===== src/rtl/sdram_arb_pkg.sv =====
// Shared FSM state type, direction constants and flattened-vector field slicer
// for the N-channel SDRAM burst arbiter.
package sdram_arb_pkg;

    typedef enum logic [1:0] {
        ST_IDLE,
        ST_REQ,
        ST_XFER,
        ST_UPD
    } arb_state_t;

    localparam logic DIR_WR = 1'b1;
    localparam logic DIR_RD = 1'b0;

    // Widest flattened channel vector the slicer accepts (8 channels x 31 bits fits).
    localparam int FLAT_W = 256;

    function automatic logic [31:0] ch_field(input logic [FLAT_W-1:0] vec,
                                             input int idx,
                                             input int w);
        logic [31:0] mask;
        mask = (32'd1 << w) - 32'd1;
        return 32'(vec >> (idx * w)) & mask;
    endfunction

endpackage


===== src/rtl/sdram_ch_addr_gen.sv =====
// Per-channel burst address: window wrap, deferred reload, frame-done pulse in the update cycle.
// Optional bank bit (SDRAM_PINGPONG_EN) prepended as the address MSB.
module sdram_ch_addr_gen
    import sdram_arb_pkg::*;
#(
    parameter int ADDR_W = 22,
    parameter int LEN_W  = 9
) (
    input  logic              clk_ref,
    input  logic              rst,
    input  logic              load,
    input  logic              pick,
    input  logic              granted,
    input  logic              upd,
    input  logic [LEN_W-1:0]  len,
    input  logic [ADDR_W-1:0] start_addr,
    input  logic [ADDR_W-1:0] max_addr,
`ifdef SDRAM_PINGPONG_EN
    input  logic              dir,
    input  logic              wr_bank_done,
    output logic              done_bank,
`endif
    output logic [ADDR_W-1:0] eff_addr,
    output logic              frame_done
);

    logic [ADDR_W-1:0] addr;
    logic              pend;
    logic [ADDR_W:0]   next;
    logic [ADDR_W+1:0] next_end;
    logic              wrap;
    logic [ADDR_W-1:0] base;

    assign next       = {1'b0, addr} + (ADDR_W+1)'(len);
    assign next_end   = {1'b0, next} + (ADDR_W+2)'(len);
    assign wrap       = next_end > (ADDR_W+2)'(max_addr);
    assign frame_done = upd && !pend && !load && wrap;
    // A pending or same-cycle reload must already be visible to the grant that latches it.
    assign base       = (pend || (load && !granted)) ? start_addr : addr;

`ifdef SDRAM_PINGPONG_EN
    logic bank;
    assign done_bank = bank;
    assign eff_addr  = {bank, base[ADDR_W-2:0]};
`else
    assign eff_addr  = base;
`endif

    always_ff @(posedge clk_ref) begin
        if (rst) begin
            addr <= '0;
            pend <= 1'b1;
`ifdef SDRAM_PINGPONG_EN
            bank <= 1'b0;
`endif
        end else if (upd) begin
            if (pend || load) begin
                addr <= start_addr;
                pend <= 1'b0;
            end else if (wrap) begin
                addr <= start_addr;
`ifdef SDRAM_PINGPONG_EN
                // Writers flip to the other frame; readers follow the last completed write frame.
                bank <= (dir == DIR_WR) ? ~bank : wr_bank_done;
`endif
            end else begin
                addr <= next[ADDR_W-1:0];
            end
        end else if (granted) begin
            if (load) begin
                pend <= 1'b1;
            end
        end else if (load || (pick && pend)) begin
            addr <= start_addr;
            pend <= 1'b0;
        end
    end

endmodule


===== src/rtl/sdram_nport_arbiter.sv =====
// Round-robin N-channel burst arbiter/address generator in front of the SDRAM core; grant+req one cycle
// after a request in IDLE, held until ack falls. Optional frame ping-pong banking via SDRAM_PINGPONG_EN.
module sdram_nport_arbiter
    import sdram_arb_pkg::*;
#(
    parameter int NUM_CH = 4,
    parameter int ADDR_W = 22,
    parameter int LEN_W  = 9
) (
    input  logic                       clk_ref,
    input  logic                       rst,
    input  logic                       sdram_init_done,
    input  logic [NUM_CH-1:0]          ch_req,
    input  logic [NUM_CH-1:0]          ch_dir,
    input  logic [NUM_CH*LEN_W-1:0]    ch_len,
    input  logic [NUM_CH-1:0]          ch_load,
    input  logic [NUM_CH*ADDR_W-1:0]   ch_start_addr,
    input  logic [NUM_CH*ADDR_W-1:0]   ch_max_addr,
    output logic [NUM_CH-1:0]          ch_grant,
    output logic [NUM_CH-1:0]          ch_frame_done,
    output logic                       sdram_wr_req,
    output logic                       sdram_rd_req,
    input  logic                       sdram_wr_ack,
    input  logic                       sdram_rd_ack,
    output logic [ADDR_W-1:0]          sdram_wraddr,
    output logic [ADDR_W-1:0]          sdram_rdaddr,
    output logic [LEN_W-1:0]           sdram_wr_len,
    output logic [LEN_W-1:0]           sdram_rd_len,
    output logic                       busy
);

    localparam int IDX_W = $clog2(NUM_CH);

    arb_state_t        state_q, state_d;
    logic [IDX_W-1:0]  last_grant_q;
    logic [IDX_W-1:0]  grant_idx_q;
    logic [IDX_W-1:0]  sel_idx;
    logic [IDX_W-1:0]  cand;
    logic              sel_vld;
    logic              sel_dir;
    logic [LEN_W-1:0]  sel_len;
    logic [ADDR_W-1:0] sel_addr;
    logic              take;
    logic              dir_q;
    logic              ack_m;
    logic [ADDR_W-1:0] eff_addr [NUM_CH];

`ifdef SDRAM_PINGPONG_EN
    logic              wr_bank_done;
    logic [NUM_CH-1:0] done_bank;
`endif

    // Acks for the other direction are ignored.
    assign ack_m = (dir_q == DIR_WR) ? sdram_wr_ack : sdram_rd_ack;
    assign busy  = (state_q != ST_IDLE);

    always_comb begin
        sel_vld = 1'b0;
        sel_idx = '0;
        cand    = '0;
        for (int k = 1; k <= NUM_CH; k++) begin
            cand = IDX_W'((int'(last_grant_q) + k) % NUM_CH);
            if (!sel_vld && ch_req[cand]) begin
                sel_vld = 1'b1;
                sel_idx = cand;
            end
        end
    end

    assign sel_dir  = ch_dir[sel_idx];
    assign sel_len  = LEN_W'(ch_field(FLAT_W'(ch_len), int'(sel_idx), LEN_W));
    assign sel_addr = eff_addr[sel_idx];

    always_comb begin
        state_d = state_q;
        take    = 1'b0;
        case (state_q)
            ST_IDLE: begin
                if (sdram_init_done && sel_vld) begin
                    take    = 1'b1;
                    state_d = ST_REQ;
                end
            end
            ST_REQ:  if (ack_m)  state_d = ST_XFER;
            ST_XFER: if (!ack_m) state_d = ST_UPD;
            ST_UPD:  state_d = ST_IDLE;
            default: state_d = ST_IDLE;
        endcase
    end

    always_ff @(posedge clk_ref) begin
        if (rst) begin
            state_q      <= ST_IDLE;
            last_grant_q <= IDX_W'(NUM_CH - 1);
            grant_idx_q  <= '0;
            dir_q        <= DIR_RD;
            ch_grant     <= '0;
            sdram_wr_req <= 1'b0;
            sdram_rd_req <= 1'b0;
            sdram_wraddr <= '0;
            sdram_rdaddr <= '0;
            sdram_wr_len <= '0;
            sdram_rd_len <= '0;
`ifdef SDRAM_PINGPONG_EN
            wr_bank_done <= 1'b0;
`endif
        end else begin
            state_q <= state_d;
            if (take) begin
                grant_idx_q <= sel_idx;
                dir_q       <= sel_dir;
                ch_grant    <= NUM_CH'(1) << sel_idx;
                if (sel_dir == DIR_WR) begin
                    sdram_wr_req <= 1'b1;
                    sdram_wraddr <= sel_addr;
                    sdram_wr_len <= sel_len;
                end else begin
                    sdram_rd_req <= 1'b1;
                    sdram_rdaddr <= sel_addr;
                    sdram_rd_len <= sel_len;
                end
            end
            if (state_q == ST_REQ && ack_m) begin
                sdram_wr_req <= 1'b0;
                sdram_rd_req <= 1'b0;
            end
            if (state_q == ST_UPD) begin
                last_grant_q <= grant_idx_q;
                ch_grant     <= '0;
`ifdef SDRAM_PINGPONG_EN
                if (dir_q == DIR_WR && ch_frame_done[grant_idx_q]) begin
                    wr_bank_done <= done_bank[grant_idx_q];
                end
`endif
            end
        end
    end

    for (genvar i = 0; i < NUM_CH; i++) begin : g_ch
        sdram_ch_addr_gen #(
            .ADDR_W(ADDR_W),
            .LEN_W (LEN_W)
        ) u_addr_gen (
            .clk_ref     (clk_ref),
            .rst         (rst),
            .load        (ch_load[i]),
            .pick        (take && (sel_idx == IDX_W'(i))),
            .granted     (ch_grant[i]),
            .upd         ((state_q == ST_UPD) && (grant_idx_q == IDX_W'(i))),
            .len         (LEN_W'(ch_field(FLAT_W'(ch_len), i, LEN_W))),
            .start_addr  (ADDR_W'(ch_field(FLAT_W'(ch_start_addr), i, ADDR_W))),
            .max_addr    (ADDR_W'(ch_field(FLAT_W'(ch_max_addr), i, ADDR_W))),
`ifdef SDRAM_PINGPONG_EN
            .dir         (dir_q),
            .wr_bank_done(wr_bank_done),
            .done_bank   (done_bank[i]),
`endif
            .eff_addr    (eff_addr[i]),
            .frame_done  (ch_frame_done[i])
        );
    end

endmodule

===== config.mk =====
export PLATFORM = sky130hd
export DESIGN_NAME = sdram_nport_arbiter
export DESIGN_NICKNAME = d
export VERILOG_FILES = /design/src/rtl/sdram_arb_pkg.sv /design/src/rtl/sdram_ch_addr_gen.sv /design/src/rtl/sdram_nport_arbiter.sv
export SDC_FILE = /design/constraint.sdc
export NUM_CORES = 1
export LEC_CHECK = 0
export BUFFER_PORTS_ARGS = -buffer_cell sky130_fd_sc_hd__buf_2
export CELL_PAD_IN_SITES_DETAIL_PLACEMENT = 2
export CELL_PAD_IN_SITES_GLOBAL_PLACEMENT = 2
export CORE_MARGIN = 2
export CORE_UTILIZATION = 30
export CTS_CLUSTER_DIAMETER = 200
export DETAILED_ROUTE_END_ITERATION = 6
export PLACE_DENSITY = 0.72
export RECOVER_POWER = 100
export SLEW_MARGIN = 20
export SYNTH_ARGS = -nofsm -noshare
export SYNTH_HDL_FRONTEND = slang
export SYNTH_HIERARCHICAL = 1
export SYNTH_SLANG_ARGS = --single-unit

===== constraint.sdc =====
create_clock -name clk_ref -period 8.8 [get_ports clk_ref]
set_clock_uncertainty 0.1 [all_clocks]
set_input_delay 1.32 -clock clk_ref [delete_from_list [all_inputs] [get_ports clk_ref]]
set_output_delay 1.32 -clock clk_ref [all_outputs]
set_load 0.05 [all_outputs]

==> metrics.md <==
| Metric | Value |
|---|---|
| Status | `finished with violations` |
| Violated checks | `max-capacitance violations, max-slew violations` |
| TritonCTS buffer count | `17` |
| Post-synthesis sequential area ratio | `0.184` |
| Vias | `18.7k` |
| Clock-pin slew on the worst setup and hold paths | `0.07 ns` |
| Area occupied by multi-input gates | `0.0136 mm^2` |
| Asr flop ratio synth | `0` |
| Antenna violations before repair | `5` |
| Final WL | `82700 um` |
| ANT nets after route | `0` |
| Max-Cap Viols | `5` |
| Max Clk Rate | `119 MHz` |
| # Post-CTS Setup Buffers | `0` |
| Syn. warnings | `6` |
| Crit Path Class | `in2out` |
| Path category of the worst min-delay check | `reg2reg` |
| Flops & latches, synth | `around 170` |
| H-tree lvl count | `4` |
| WL per Instance | `25.2 um` |
| P&R area growth vs syn | `14.1%` |
| Via-per-instance ratio | `roughly 5.7` |
| Clock latency at the later pin of the worst-skew pair | `about 0.50 ns` |
| Critical Path Sink Type | `primary output` |
| Final worst-path cycle share | `0.955` |
| Register area | `0.00334 mm^2` |
| WP data arrival | `6.98 ns` |
| Startpoint types | `input pin` |
| Die X | `250 um` |
| Die Ht | `250 um` |
| P_leak | `8.45 nW` |
| Post-route cell area | `just over 0.02 mm^2` |
| Starting Density | `0.302` |
| Placed inst area | `0.0202 mm^2` |
| PostCTS Resize Cnt | `0` |
| # IOs | `approximately 300` |
| Syn_nets | `2664` |
| Core area | `between 0.06 and 0.07 mm^2` |
| Data required time at the worst endpoint | `7.38 ns` |
| Clk sinks | `167` |
| Detail Placement HPWL | `approximately 67000 um` |
| Drt pass-1 iters | `5` |
| Nets | `2887` |
| Rel. slew slack | `-1.30` |
| TritonCTS clock tree | `yes` |
| Share of layout cells above drive strength 1 | `0.175` |
| Worst Tran Pin Value | `3.45 ns` |
| Total GRT Usage | `0.260` |
| Remaining DRCs | `0` |
| GRT overflow | `0` |
| # fillers | `7009` |
| Primary FF master, synth | `dfxtp_1` |
| Initial DRC count | `approximately 800` |
| Final-report max-slew violation count | `249` |
| EDFF count, synth | `0` |
| Commonest non-fill, non-tap cell in the layout | `buf_2` |
| Final setup fails | `0` |
| CP max FO | `4` |
| Power per Cell Area | `205 mW/mm^2` |
| Number of port buffers | `301` |
| First-pass GRT wire length | `124000 um` |
| GP Congestion | `0.926` |
| Cts hold-fix bufs | `0` |
| Final Critical Period | `8.40 ns` |
| Die area | `0.0624 mm^2` |
| Most frequent cells in the layout | `229 x buf_2, 199 x nor2_1, 175 x mux2i_1` |
| FP Rows | `90` |
| Overall Power | `0.00425 W` |
| Mapped Cells | `approximately 2.3k` |
| Final Hold Vio Count | `0` |
| Mapped Area | `about 0.018 mm^2` |
| Unique masters post-synth | `104` |
| Root Driver | `clkbuf_16` |
| Syn Area/Cell | `approximately 8.0 um^2` |
| Vias in the first global route | `20.1k` |
| Pin count of the biggest net entering global routing | `68` |
| CTS max path bufs | `2` |
| Worst vdd ir | `between 0.00015 and 0.0002 V` |
==> per-stage QoR <==
stage	setup slack [ns]	cells	TNS [ns]	hold slack (ns)	util
2_1_floorplan	0.756	2258	0	0.360	-
3_3_place_gp	0.546	3244	0	0.347	0.337
3_5_place_dp	0.190	3244	0	0.364	0.337
4_1_cts	0.157	3276	0	0.382	0.346
5_1_grt	-0.0346	3278	-0.0346	0.400	0.345
6_report	0.399	3278	0	0.380	0.345
==> cell usage after synthesis, types with 38 or more instances <==
cell / count / area [um^2]
a21o_1: 41 / 308
a21oi_1: 115 / 576
clkbuf_1: 74 / 278
dfxtp_1: 167 / 3340
ha_1: 169 / 2110
inv_1: 159 / 597
mux2_2: 90 / 1010
mux2i_1: 175 / 1750
nand2_1: 124 / 465
nand3_1: 62 / 310
nand4_1: 56 / 350
nor2_1: 199 / 747
nor3_1: 80 / 400
o211ai_1: 38 / 285
o21ai_0: 75 / 375
xnor2_1: 94 / 823
xor2_1: 45 / 394
==> critical path: stages <==
cell and delay, ns:
buf_2 0.13, ha_1 0.18, inv_1 0.06, fa_1 0.42
nand2b_1 0.21, a21oi_1 0.19, o21a_1 0.15, o21ai_0 0.08
nand2b_1 0.09, a21oi_1 0.08, xnor2_1 0.18, ha_1 0.36
a21o_1 0.15, a31oi_1 0.05, a211o_1 0.34, or4_1 0.65
or4_1 0.59, xor2_1 0.18, ha_1 0.32, nand4_1 0.12
nor2_1 0.14, nand3_1 0.11, nand2_1 0.09, a31oi_1 0.05
or2_2 0.32, nor2_1 0.10, nor2_1 0.06, buf_2 0.22
==> flip-flops by register name, summed over array words and instances (netlist names) <==
| signal | cells |
|---|---|
| ch_grant | 4 |
| dir_q | 1 |
| g_ch.u_addr_gen/addr | 88 |
| g_ch.u_addr_gen/pend | 4 |
| grant_idx_q | 2 |
| last_grant_q | 2 |
| sdram_rd_len | 9 |
| sdram_rd_req | 1 |
| sdram_rdaddr | 22 |
| sdram_wr_len | 9 |
| sdram_wr_req | 1 |
| sdram_wraddr | 22 |
| state_q | 2 |
==> layer usage <==
metal | track usage | part of all wire | up-vias
met5 | 0 | 0.00027 | -
met4 | 0.0816 | 0.030 | 4
met3 | 0.0401 | 0.044 | 99
met2 | 0.451 | 0.49 | 441
met1 | 0.331 | 0.44 | 9465
li1 | - | - | 8706
==> power breakdown <==
part | total [W] | leakage [nW] | switching (W) | internal [W]
Sequential | 0.00102 | 1.37 | 0.000143 | 0.000872
Clock | 0.000790 | 0.268 | 0.000390 | 0.000400
Combinational | 0.00244 | 6.81 | 0.00154 | 0.000902
Total | 0.00425 | 8.45 | 0.00207 | 0.00217
==> worst paths after layout <==
| path | endpoint | slack [ns] | startpoint | cells past startpoint |
|---|---|---|---|---|
| hold / removal | sdram_wr_req | 0.38 | sdram_wr_req | 1 |
| setup / recovery | ch_frame_done[1] | 0.40 | ch_len[9] | 28 |
| setup reg to reg | g_ch[2].u_addr_gen/addr[13] | 1.68 | g_ch[2].u_addr_gen/addr[0] | 27 |
| hold reg to reg | sdram_wr_req | 0.38 | sdram_wr_req | 1 |
==> logic make-up after synthesis <==
| group | synth area share |
|---|---|
| simple gates | 0.203 |
| compound gates | 0.197 |
| buf+inv | 0.0691 |
| mux | 0.153 |
| fa+ha+maj | 0.126 |
| flops | 0.184 |
| xor+xnor | 0.0671 |
==> layout make-up <==
type | count | share of cell area
well taps | 782 | 0.0473
clock inverters | 13 | 0.00587
diodes | 2 | 0.000242
flip-flops and latches | 167 | 0.162
multi-input cells | 1805 | 0.656
repair buffers | 331 | 0.0782
inverters | 159 | 0.0289
clock buffers | 19 | 0.0214
Power figures use the tool's default switching activity.
